==> src/rtl/sevenseg_capture.sv <==
// Seven-segment pattern capture: debounces seg_in, decodes stable patterns 0-4/dash/error,
// and holds the result in a one-entry ready/valid buffer with overrun and error counters.
module sevenseg_capture #(
  parameter int unsigned STABLE_CYCLES = 4
) (
  input  logic       clk,
  input  logic       rst,
  input  logic [6:0] seg_in,
  input  logic       out_ready,
  output logic       out_valid,
  output logic [2:0] out_val,
  output logic       out_dash,
  output logic       out_err,
  output logic       overrun,
  output logic [7:0] err_count
);

  localparam int unsigned CNT_W = 8;
  localparam int unsigned SEG_W = 7;
  localparam logic [CNT_W-1:0] CNT_MAX    = CNT_W'(STABLE_CYCLES);
  localparam logic [CNT_W-1:0] CNT_ACCEPT = CNT_W'(STABLE_CYCLES - 1);
  localparam logic [CNT_W-1:0] ERR_SAT    = '1;

  typedef struct packed {
    logic [2:0] val;
    logic       dash;
    logic       err;
  } result_t;

  logic [SEG_W-1:0] seg_q, seg_d;
  logic [CNT_W-1:0] cnt_q, cnt_d;
  logic             valid_q, valid_d;
  result_t          res_q, res_d;
  logic             overrun_q, overrun_d;
  logic [CNT_W-1:0] err_cnt_q, err_cnt_d;

  logic    same_c;
  logic    accept_c;
  logic    blank_c;
  logic    load_c;
  logic    drop_c;
  result_t dec_c;

  // Pattern decode; only consulted on accept, when seg_in already equals seg_q.
  always_comb begin
    dec_c = '0;
    case (seg_q)
      7'b1111110: dec_c.val = 3'd0;
      7'b0110000: dec_c.val = 3'd1;
      7'b1101101: dec_c.val = 3'd2;
      7'b1111001: dec_c.val = 3'd3;
      7'b0110011: dec_c.val = 3'd4;
      7'b0000001: begin
        dec_c.val  = 3'd7;
        dec_c.dash = 1'b1;
      end
      default:    dec_c.err = 1'b1;
    endcase
  end

  // Stability counter, accept detection and output buffer next-state.
  always_comb begin
    seg_d     = seg_in;
    cnt_d     = '0;
    valid_d   = valid_q;
    res_d     = res_q;
    overrun_d = overrun_q;
    err_cnt_d = err_cnt_q;

    same_c   = (seg_in == seg_q);
    accept_c = same_c && (cnt_q == CNT_ACCEPT);
    blank_c  = (seg_q == SEG_W'(0));
    load_c   = accept_c && !blank_c && (!valid_q || out_ready);
    drop_c   = accept_c && !blank_c && valid_q && !out_ready;

    if (same_c) begin
      cnt_d = (cnt_q >= CNT_MAX) ? CNT_MAX : cnt_q + CNT_W'(1);
    end

    if (load_c) begin
      valid_d = 1'b1;
      res_d   = dec_c;
    end else if (valid_q && out_ready) begin
      valid_d = 1'b0;
    end

    if (drop_c) begin
      overrun_d = 1'b1;
    end

    // Dropped error patterns still count.
    if (accept_c && !blank_c && dec_c.err && (err_cnt_q != ERR_SAT)) begin
      err_cnt_d = err_cnt_q + CNT_W'(1);
    end
  end

  always_ff @(posedge clk) begin
    if (rst) begin
      seg_q     <= '0;
      cnt_q     <= '0;
      valid_q   <= 1'b0;
      res_q     <= '0;
      overrun_q <= 1'b0;
      err_cnt_q <= '0;
    end else begin
      seg_q     <= seg_d;
      cnt_q     <= cnt_d;
      valid_q   <= valid_d;
      res_q     <= res_d;
      overrun_q <= overrun_d;
      err_cnt_q <= err_cnt_d;
    end
  end

  assign out_valid = valid_q;
  assign out_val   = res_q.val;
  assign out_dash  = res_q.dash;
  assign out_err   = res_q.err;
  assign overrun   = overrun_q;
  assign err_count = err_cnt_q;

endmodule

==> config.mk <==
export PLATFORM = sky130hd
export DESIGN_NAME = sevenseg_capture
export DESIGN_NICKNAME = d
export VERILOG_FILES = /design/src/rtl/sevenseg_capture.sv
export SDC_FILE = /design/constraint.sdc
export NUM_CORES = 1
export LEC_CHECK = 0
export CORE_AREA = 2 2 55 57
export CTS_CLUSTER_DIAMETER = 60
export CTS_CLUSTER_SIZE = 14
export DETAILED_ROUTE_END_ITERATION = 8
export DIE_AREA = 0 0 57 59
export GPL_TIMING_DRIVEN = 1
export HOLD_SLACK_MARGIN = 0.05
export PLACE_DENSITY = 0.88
export SLEW_MARGIN = 10
export SYNTH_ARGS = -nofsm -noshare
export SYNTH_HDL_FRONTEND = slang
export SYNTH_SLANG_ARGS = --single-unit
==> constraint.sdc <==
create_clock -name clk -period 3.3 [get_ports clk]
set_clock_uncertainty 0.1 [all_clocks]
set_input_delay 0.66 -clock clk [delete_from_list [all_inputs] [get_ports clk]]
set_output_delay 0.66 -clock clk [all_outputs]
set_load 0.005 [all_outputs]
==> flow_metrics.env <==
export IMPL_run_status="completed"
export IMPL_post_drt_via_cell_ratio=5.98
export IMPL_first_pass_iters=4
export IMPL_post_synth_inst_count=154
export IMPL_num_antenna_cells=0
export IMPL_final_setup_viol_count=0
export IMPL_cts_resized_gates=0
export IMPL_dp_final_hpwl_um=2210
export IMPL_post_layout_total_power_uw=697
export IMPL_die_h_um=59
export IMPL_cts_buffers=5
export IMPL_worst_setup_path_end_kind="register"
export IMPL_layout_cells_most_common_list="sky130_fd_sc_hd__dfxtp_1 (30), sky130_fd_sc_hd__clkdlybuf4s50_1 (24), sky130_fd_sc_hd__nor2b_1 (10)"
export IMPL_layoutNonFillerInstCount=212
export IMPL_layout_worst_path_cycle_share=0.767
export IMPL_number_of_buffer_cells_added_on_primary_ports=24
export IMPL_most_frequent_standard_cell_in_the_layout_excluding_fill_and_tap_cells="sky130_fd_sc_hd__dfxtp_1"
export IMPL_syn_to_final_growth_pct=20.8
export IMPL_first_global_vias=1239
export IMPL_maximum_ir_drop_on_the_vdd_rail_mv=0.345
export IMPL_global_route_usage_total=0.197
export IMPL_floorplan_initialDensity=0.541
export IMPL_path_cells="clkdlybuf4s50_1 > xor2_1 > nor4_1 > nand4_1 > buf_4 > nor4_1 > mux2_2"
export IMPL_antenna_violating_nets_post_route=0
export IMPL_r2r_start="cnt_q[5]"
export IMPL_worst_path_buf_inv=2
export IMPL_synthMuxAreaShare=0.0230
export IMPL_rsz_0062_raised_after_global_routing="false"
export IMPL_die_w_um=57
export IMPL_timing_max_cap_violations=0
export IMPL_final_routed_wirelength_um=2960
export IMPL_synth_compound_area_share=0.126
export IMPL_maximum_number_of_pins_on_one_net_before_global_route_repair=18
export IMPL_synthArstFlopShare=0
export IMPL_cts_sink_count=30
export IMPL_startpoint_type_of_the_worst_setup_path="primary input"
export IMPL_setup_slack_of_the_most_critical_reg_to_reg_path_ps=770
export IMPL_routedWlPerCell_um=14.0
export IMPL_yosys_area_share_adder=0.0256
export IMPL_worst_ep_arrival_time_ps=2670
export IMPL_path_depth=7
export IMPL_synth_seq_area_share=0.410
export IMPL_std_cell_rows=19
export IMPL_hold_viol=0
export IMPL_finalMaxSlewViolations=0
export IMPL_rr_endpoint="err_count[3]"
export IMPL_cts_max_path_buffers=2
export IMPL_worstSetupPathType="in2reg"
export IMPL_synth_simple_gate_area_frac=0.288
export IMPL_max_slew_worst_pin_slew_ps=526
export IMPL_critical_path_peak_fanout=17
export IMPL_number_of_antenna_violations_at_the_first_check_in_global_routing=0
export IMPL_critical_path_top_cell_by_count="sky130_fd_sc_hd__nor4_1"
export IMPL_critical_path_slowest_cell="sky130_fd_sc_hd__clkdlybuf4s50_1"
export IMPL_power_per_cell_area_nw_per_um2=393
export IMPL_cts_tree="done"
export IMPL_achievable_frequency_ghz=0.395
export IMPL_dp_cells=204
export IMPL_combinational_family_with_the_most_area_after_synthesis="simple AND/OR/NAND/NOR gates"
export IMPL_crit_path_launch="seg_in[0]"
export IMPL_final_net_count=193
export IMPL_globalplace_congestion=0.812
export IMPL_synth_flop_cell="sky130_fd_sc_hd__dfxtp_1"
export IMPL_total_via_count_after_detailed_routing=1267
export IMPL_hold_path_class="reg2reg"
export IMPL_post_cts_buffers=0
export IMPL_final_period_minus_worst_setup_slack_ps=2530
export IMPL_cts_hold_buffers_added=0
export IMPL_boundaryPins=25
export IMPL_synth_enable_flop_cells=0
export IMPL_reg2reg_depth=5
export IMPL_timing_critical_path_to="err_count[3]"
export IMPL_critical_path_top_delay_family="simple AND/OR/NAND/NOR gates"
export IMPL_power_static_leakage_uw=0.000629
export IMPL_drt_drc_violations_left=0
export IMPL_synthesis_yosys_warnings=0
export IMPL_synthDistinctLibCells=45
export IMPL_postSynthAreaPerCell_um2=9.52
export IMPL_cp_slowest_stage_delay_ps=440
export IMPL_timing_slew_headroom=0.648
export IMPL_yosys_register_bits=30
export IMPL_synth_xor_area_frac=0.0478
export IMPL_drtIter0Drc=53
export IMPL_cts_reportedPaths_clkPinSlew_ps=100
export IMPL_core_area_um2=2710
export IMPL_clock_insertion_delay_worst_skew_ps=330
export IMPL_cts_htree_levels=2
export IMPL_drive_above_1_share=0.133
export IMPL_overflow=0
export IMPL_fp_dieArea_um2=3360
export IMPL_grt_pass1_wl_um=5110
export IMPL_finalSetupTns_ps=0
export IMPL_netlist_area_um2=1470
export IMPL_required_time_at_the_endpoint_of_the_critical_path_ps=3430
export IMPL_fin_util=0.654
export IMPL_clock_tree_root_cell="sky130_fd_sc_hd__clkbuf_4"
==> worst min path at each step <==
stage | from | endpoint | cells after the start
3_5_place_dp | cnt_q[0] | cnt_q[0] | 1
2_1_floorplan | cnt_q[0] | cnt_q[0] | 1
5_1_grt | cnt_q[0] | cnt_q[0] | 1
6_report | cnt_q[0] | cnt_q[0] | 1
4_1_cts | cnt_q[0] | cnt_q[0] | 1
3_3_place_gp | cnt_q[0] | cnt_q[0] | 1
==> where the power goes <==
part           internal (uW)  leakage, uW  switching [uW]
clock network            145    0.0000446             127
registers                370     0.000245            8.69
logic                   24.8     0.000339            21.4
total                    540     0.000629             157
==> sequential cells by signal (all words and copies together) (netlist names) <==
name,count
seg_q,7
err_count,8
out_val,3
overrun,1
out_dash,1
out_valid,1
out_err,1
cnt_q,8
==> Yosys cell counts (3+ instances only) <==
cell | n | area [um^2]
sky130_fd_sc_hd__xnor2_1 | 3 | 26.3
sky130_fd_sc_hd__buf_6 | 3 | 33.8
sky130_fd_sc_hd__o31ai_1 | 5 | 37.5
sky130_fd_sc_hd__nand3_1 | 6 | 30.0
sky130_fd_sc_hd__a31oi_1 | 3 | 18.8
sky130_fd_sc_hd__mux2_2 | 3 | 33.8
sky130_fd_sc_hd__clkbuf_1 | 3 | 11.3
sky130_fd_sc_hd__inv_1 | 8 | 30.0
sky130_fd_sc_hd__nand2_1 | 3 | 11.3
sky130_fd_sc_hd__nor2_1 | 6 | 22.5
sky130_fd_sc_hd__nor3_1 | 4 | 20.0
sky130_fd_sc_hd__dfxtp_1 | 30 | 601
sky130_fd_sc_hd__and4_1 | 3 | 26.3
sky130_fd_sc_hd__or4_1 | 5 | 37.5
sky130_fd_sc_hd__a21oi_1 | 7 | 35.0
sky130_fd_sc_hd__nand4_1 | 6 | 37.5
sky130_fd_sc_hd__ha_1 | 3 | 37.5
sky130_fd_sc_hd__nor2b_1 | 10 | 62.6
sky130_fd_sc_hd__nor4_1 | 7 | 43.8
sky130_fd_sc_hd__xor2_1 | 5 | 43.8
==> metal layers <==
| layer | GRT usage | vias up | wire, um |
|---|---|---|---|
| met3 | 0.0764 | 5 | 199 |
| met4 | 0.0797 | 0 | 42 |
| met1 | 0.204 | 595 | 1230 |
| met2 | 0.356 | 47 | 1490 |
| met5 | 0 | - | 0 |
| li1 | - | 620 | - |
==> cell type report <==
class / count / area (um^2)
sequential: 30 / 601
timing repair buffer: 26 / 255
clock buffer: 8 / 78.8
multi-input combinational: 109 / 768
inverter: 8 / 30.0
fill: 233 / 938
tap: 31 / 38.8
==> cells by family (layout without fill, tap and decap cells) <==
group | Yosys count | after routing
buffers and inverters | 19 | 42
flip-flops | 30 | 30
XOR/XNOR | 8 | 8
AO/OA/AOI/OAI | 26 | 26
AND/OR/NAND/NOR | 64 | 64
adder cells (fa/ha/maj) | 3 | 3
other | 1 | 5
multiplexers | 3 | 3
==> per-stage QoR <==
| step | setup slack, ps | hold WS (ps) | cell area (um^2) |
|---|---|---|---|
| after floorplan | 1040 | 328 | 1480 |
| after global placement | 539 | 337 | 1690 |
| after detailed placement | 444 | 352 | 1690 |
| after CTS | 813 | 364 | 1770 |
| after global routing | 636 | 392 | 1770 |
| final | 768 | 358 | 1770 |
(Power assumes the default switching activity.)
